===== config.mk =====
export PLATFORM = sky130hd
export DESIGN_NAME = sha256_msg_schedule
export DESIGN_NICKNAME = d
export VERILOG_FILES = /design/src/rtl/sha256_msg_schedule.sv
export SDC_FILE = /design/constraint.sdc
export NUM_CORES = 1
export LEC_CHECK = 0
export ABC_AREA = 1
export ABC_CLOCK_PERIOD_IN_PS = 4450
export BUFFER_PORTS_ARGS = -buffer_cell sky130_fd_sc_hd__buf_4
export CAP_MARGIN = 10
export CORE_AREA = 2 2 261 263
export DETAILED_ROUTE_END_ITERATION = 16
export DIE_AREA = 0 0 263 265
export PLACE_DENSITY = 0.63
export SETUP_SLACK_MARGIN = 0.5
export SKIP_CTS_REPAIR_TIMING = 1
export SYNTH_ARGS = -nofsm -noshare
export SYNTH_HDL_FRONTEND = slang
export SYNTH_SLANG_ARGS = --single-unit
export TNS_END_PERCENT = 30

===== constraint.sdc =====
create_clock -name clk -period 4.45 [get_ports clk]
set_clock_uncertainty 0.15 [all_clocks]
set_input_delay 0.445 -clock clk [delete_from_list [all_inputs] [get_ports clk]]
set_output_delay 0.445 -clock clk [all_outputs]
set_load 0.03 [all_outputs]

===== src/rtl/sha256_msg_schedule.sv =====
// SHA-256 message-schedule expander.
// Loads one 512-bit block as sixteen 32-bit words, then emits the 64 schedule
// words W[0]..W[63], one per output handshake.
//
// Ports:
//   clk        single clock, rising edge
//   rst_n      asynchronous active-low reset
//   in_valid   in_word carries a message word
//   in_ready   block accepts a word (LOAD state)
//   in_word    message word M[i], bit 0 is the MSB
//   out_valid  out_word carries a schedule word (EMIT state)
//   out_ready  consumer accepts out_word
//   out_word   schedule word W[t], bit 0 is the MSB
//   out_idx    index t of out_word
//   out_last   high with out_valid when t = 63
module sha256_msg_schedule (
    input  logic        clk,
    input  logic        rst_n,
    input  logic        in_valid,
    output logic        in_ready,
    input  logic [0:31] in_word,
    output logic        out_valid,
    input  logic        out_ready,
    output logic [0:31] out_word,
    output logic [0:5]  out_idx,
    output logic        out_last
);

    typedef enum logic {StLoad, StEmit} state_t;

    state_t      state_q, state_d;
    logic [0:31] win_q [16];
    logic [0:31] win_d [16];
    logic [3:0]  load_cnt_q, load_cnt_d;
    logic [5:0]  idx_q, idx_d;
    logic [31:0] new_word;
    logic        in_fire, out_fire;

    function automatic logic [31:0] xor3(input logic [31:0] a, input logic [31:0] b,
                                         input logic [31:0] c);
        return a ^ b ^ c;
    endfunction

    // Rotations are written as bit-slice swaps on the numeric value.
    function automatic logic [31:0] sigma0(input logic [31:0] x);
        return xor3({x[6:0], x[31:7]}, {x[17:0], x[31:18]}, x >> 3);
    endfunction

    function automatic logic [31:0] sigma1(input logic [31:0] x);
        return xor3({x[16:0], x[31:17]}, {x[18:0], x[31:19]}, x >> 10);
    endfunction

    assign in_ready  = (state_q == StLoad);
    assign out_valid = (state_q == StEmit);
    assign in_fire   = in_valid & in_ready;
    assign out_fire  = out_valid & out_ready;
    assign out_word  = win_q[0];
    assign out_idx   = idx_q;
    assign out_last  = out_valid && (idx_q == 6'd63);

    // Window always holds W[t..t+15]; carry out of the MSB is dropped.
    assign new_word = sigma1(win_q[14]) + win_q[9] + sigma0(win_q[1]) + win_q[0];

    always_comb begin
        state_d    = state_q;
        load_cnt_d = load_cnt_q;
        idx_d      = idx_q;
        for (int k = 0; k < 16; k++) begin
            win_d[k] = win_q[k];
        end

        if (in_fire || out_fire) begin
            for (int k = 0; k < 15; k++) begin
                win_d[k] = win_q[k + 1];
            end
            win_d[15] = in_fire ? in_word : new_word;
        end

        unique case (state_q)
            StLoad: begin
                if (in_fire) begin
                    load_cnt_d = load_cnt_q + 4'd1;
                    if (load_cnt_q == 4'd15) begin
                        state_d    = StEmit;
                        load_cnt_d = 4'd0;
                        idx_d      = 6'd0;
                    end
                end
            end
            StEmit: begin
                if (out_fire) begin
                    idx_d = idx_q + 6'd1;
                    if (idx_q == 6'd63) begin
                        state_d    = StLoad;
                        load_cnt_d = 4'd0;
                        idx_d      = 6'd0;
                    end
                end
            end
            default: state_d = StLoad;
        endcase
    end

    always_ff @(posedge clk or negedge rst_n) begin
        if (!rst_n) begin
            state_q    <= StLoad;
            load_cnt_q <= 4'd0;
            idx_q      <= 6'd0;
            for (int k = 0; k < 16; k++) begin
                win_q[k] <= '0;
            end
        end else begin
            state_q    <= state_d;
            load_cnt_q <= load_cnt_d;
            idx_q      <= idx_d;
            for (int k = 0; k < 16; k++) begin
                win_q[k] <= win_d[k];
            end
        end
    end

endmodule


# Yosys cells after proc, flatten, opt, wreduce, memory -nomap -nowiden
# Index checks and enable logic that the tools add are counted.
[op_classes]
addsub = 5
mul = 0
div_mod_pow = 0
n_lt_le_gt_ge = 0
n_eq_ne = 6
shifts = 0
n_mux = 16
bitwise_logic = 7
n_reduce_logical = 4
[op_table]
columns = ["op", "n"]
rows = [
  ["adder 32 bit", 3],
  ["XOR 32 bit", 2],
  ["2-to-1 mux 32 bit", 1],
  ["XOR 32 x 22 -> 32 bit", 1],
  ["XOR 32 x 29 -> 32 bit", 1],
  ["2-to-1 mux 6 bit", 4],
  ["2-to-1 mux 4 bit", 4],
  ["case mux 6 bit (2 select lines)", 1],
  ["inequality test 2 x 1 -> 1 bit (second input constant)", 4],
  ["case mux 4 bit (2 select lines)", 1],
  ["adder 6 x 1 -> 6 bit (second input constant)", 1],
  ["== test 6 bit (second input constant)", 1],
  ["AND reduction 3 bit", 2],
  ["adder 4 x 1 -> 4 bit (second input constant)", 1],
  ["== test 4 bit (second input constant)", 1],
  ["2-to-1 mux 1 bit", 4],
  ["bitwise AND 1 bit", 2],
  ["case mux 1 bit (2 select lines)", 1],
  ["logical AND 1 bit", 1],
  ["logical OR 1 bit", 1],
  ["inverter 1 bit", 1],
]
[word_totals]
register_bits = 523
latchBits = 0
ram_bits = 0
mem_bits_ro = 0
input_bits = 36
output_inout_bits = 41
elab_cells = 57
mem_count = 0

# Longest topological paths before layout
[logic_depth]
depth_word = 6
ltp_mapped = 21

# Worst setup path after synthesis
# No wires, ideal clock.
[synth_timing]
kind = "flip-flop to flip-flop"
start = "register win_q[52] in the netlist's numbering"
end = "register win_q[17] in the netlist's numbering"
setup_time_ns = 0.116
arrival_ns = 3.273
t_required_ns = 4.184
setup_slack_ns = 0.910
stages_incl_launch_ff = 21
n_path_buf = 1
path_cell_list = "dfrtp_1 -> clkbuf_1 -> xnor2_1 -> xor2_1 -> fa_1 -> fa_1 -> inv_1 -> ha_1 -> inv_1 -> fa_1 -> inv_1 -> nand3_1 -> nand3_1 -> nand2_1 -> nand2_1 -> nand2_1 -> nand2_1 -> xnor2_1 -> nand2_1 -> nand2_1 -> nand2_1"
[synth_via]
elab_chain_cells = 6
[synth_lines]
columns = ["element", "line_no", "source"]
rows = [
  ["start: declaration", "32", "logic [0:31] win_q [16];"],
  ["start signal: indexed assignment", "117", "win_q[k] <= win_d[k];"],
  ["XOR 32 bit", "41", "return a ^ b ^ c;"],
  ["XOR 32 x 22 -> 32 bit *", "41", ""],
  ["adder 32 bit * (3 in series)", "62", "assign new_word = sigma1(win_q[14]) + win_q[9] + sigma0(win_q[1]) + win_q[0];"],
  ["2-to-1 mux 32 bit *", "76", "win_d[15] = in_fire ? in_word : new_word;"],
]
# Mark *: on every way between the ends. The rest lies on a longest branch, timed or not.
# A chain may end at the register's enable or synchronous reset.

# Worst setup path in the final report
[layout_timing]
start = "register win_q[58] in the netlist's numbering"
end = "register win_q[18] in the netlist's numbering"
# Same word-level chain as after synthesis.

==> impl_metrics.yaml <==
route:
  finalWirelength_um: 64360
  drt_iter0_markers: 1916
  ant_nets: 0
  vias: 18240
  drtPass1Iterations: 5
  vias_per_cell: 4.669
  avgRoutedWirePerCell_um: 16.47
  remaining_drc_errors: 0
synth:
  avgSynthCellArea_um2: 8.356
  synth_edf_count: 0
  synthTopCellsByCount: "1338 x nand2_1, 523 x dfrtp_1, 312 x inv_1"
  synth_area_mm2: 0.02519
  ys_warn_count: 0
  ys.flop_type: "dfrtp_1"
  yosysMostFrequentCell: "nand2_1"
  syn_nets: 3146
  async_reset_ff_frac: 1.000
  ys_seq_area_frac: 0.5195
  ys_ff_latch: 523
  synth_cell_types: 33
  synth_top_area_frac: 0.5195
  synth_top_cells_by_area: "dfrtp_1 52%, nand2_1 20%, fa_1 4.9%"
  synthCells: 3015
  synth_top_area_cell: "dfrtp_1"
grt:
  antenna_found_initial: 1
  grt_max_degree: 250
  gr-total-overflow: 0
  grt_pass1_vias: 17490
  grt_first_pass_wirelength_um: 101400
  track_usage: 0.1872
clock_tree:
  cts.clk_slew.worst_paths_ns: 0.06
  insertion_delay_ns: 0.62
  root_buffer: "clkbuf_16"
  cts.sinks: 523
  cts_max_level: 2
  cts-buffers-inserted: 54
  cts.path.max_buffers: 3
  cts_tree: "built"
timing:
  max_slew_margin: 0.3142
  fin_crit_ns: 3.843
  setup_viol: 0
  tightest_slew_ns: 1.029
  max_clock_freq_mhz: 260.2
  min_period_over_period: 0.8637
  final_max_slew_viol_count: 0
  hold_viol_final: 1
  rsz0062_at_grt: "true"
  fin_hold_ws_ns: -0.004689
  finalSetupTns_ns: 0
hold_path:
  min_delay_worst_endpoint: "win_q[4]"
  hold_depth: 3
  hold_start: "in_word[27]"
  hold_path_class: "input port to flip-flop"
floorplanning:
  core_mm2: 0.06680
  die_h_um: 265
  top_level_ports: 77
  placementRows: 95
  initial_core_util: 0.3771
  die_x_um: 263
  die_area_mm2: 0.06970
finish:
  layout-area-overhead-vs-synth_pct: 12.51
  diodes: 0
  drive_gt1_frac: 0.08339
  final_nets: 3123
placement:
  dp_hpwl_um: 45090
  routabilityCongestion: 0.9443
  port_buffers: 76
worst_setup_path:
  reg2reg_depth: 17
  r2r-start: "win_q[58]"
  worstPathArrival_ns: 4.17
  required_ns: 4.78
  worstPathMaxFanout: 4
  rrSetupSlack_ns: 0.61
  worst_r2r_endpoint: "win_q[18]"
  critical_path_class: "flip-flop to flip-flop"
  start_kind: "flip-flop"
  end_kind: "flip-flop"
run_status:
  violations: "negative hold slack"
  outcome: "finished, violations left"
run:
  cap_violations: 0
==> how the worst max path moves through the flow <==
stage / slack, ns / startpoint / depth (start not counted) / to
after floorplan: 0.91 / win_q[52] / 20 / win_q[17]
after global placement: 0.41 / win_q[51] / 15 / win_q[20]
after detailed placement: 0.40 / win_q[53] / 15 / win_q[20]
after CTS: 0.39 / win_q[53] / 15 / win_q[20]
after global routing: 0.45 / win_q[53] / 18 / win_q[24]
final: 0.61 / win_q[58] / 17 / win_q[18]
==> sequential cells by signal (all words and copies together) (netlist names) <==
| name | cells |
|---|---|
| win_q | 480 |
| load_cnt_q | 4 |
| out_idx | 6 |
| out_word | 32 |
| out_valid | 1 |
==> critical path, stage by stage (launching register included) <==
cell      delay (ns)
dfrtp_2         0.47
xnor2_2         0.22
xor2_2          0.21
fa_1            0.48
fa_1            0.56
inv_1           0.05
ha_1            0.39
nand2_2         0.16
inv_1           0.05
nand2_1         0.06
nand2_1         0.11
nand3b_1        0.30
nand2_1         0.14
nand2_1         0.06
nand2_1         0.05
nand3_1         0.10
nand2_1         0.09
o21ai_1         0.06
==> stage by stage <==
stage                     cells  setup WS [ns]  hold WS, ns    util  instance area [um2]
after floorplan            3015         0.9104   -0.0005911       -                25190
after global placement     3796         0.4061       0.2989  0.3910                26120
after detailed placement   3796         0.4015       0.3000  0.3910                26120
after CTS                  3894         0.3886      -0.2307  0.4182                27930
after global routing       3907         0.4487      0.01807  0.4243                28340
final                      3907         0.6068    -0.004689  0.4243                28340
==> layout by cell type (no fill, tap or decap), types with 3 or more instances in the layout <==
cell,count
nand2_1,1333
dfrtp_1,512
inv_1,311
o21ai_0,118
o21ai_1,104
nor2_1,90
buf_4,89
fa_1,61
xnor2_1,60
xor2_1,56
clkbuf_16,55
nand3_1,41
a21oi_1,25
ha_1,24
xnor2_2,13
clkbuf_8,12
clkbuf_1,11
dlygate4sd3_1,11
dfrtp_2,11
ha_2,9
clkinv_2,9
o22ai_1,8
xor2_2,7
buf_12,7
nand2_2,6
nand3_2,5
inv_2,4
nor2_2,4
o211ai_1,4
bufinv_16,4
nor3_1,3
clkinvlp_4,3
==> cell type report <==
cell class,instances,area [um2]
Clock buffer,78,1583
Clock inverter,20,234.0
Fill cell,6651,38460
Inverter,317,1209
Multi-Input combinational cell,1988,10190
Sequential cell,523,13100
Tap cell,873,1092
Timing Repair Buffer,108,933.4
==> metal layers <==
layer | up-vias | wire [um] | track usage
li1 | 8995 | - | -
met1 | 8750 | 30650 | 0.2762
met2 | 431 | 28090 | 0.2774
met3 | 67 | 4442 | 0.04580
met4 | 0 | 1178 | 0.04263
met5 | - | 0 | 0
==> logic make-up after synthesis <==
group	synth area share
AO/OA/AOI/OAI	0.05389
XOR/XNOR	0.04798
adder cells (fa/ha/maj)	0.06566
buffers and inverters	0.08671
flip-flops	0.5195
AND/OR/NAND/NOR	0.2263
Power is not shown: default switching activity piles up to over one toggle a cycle in this logic, so the estimate is an artifact.
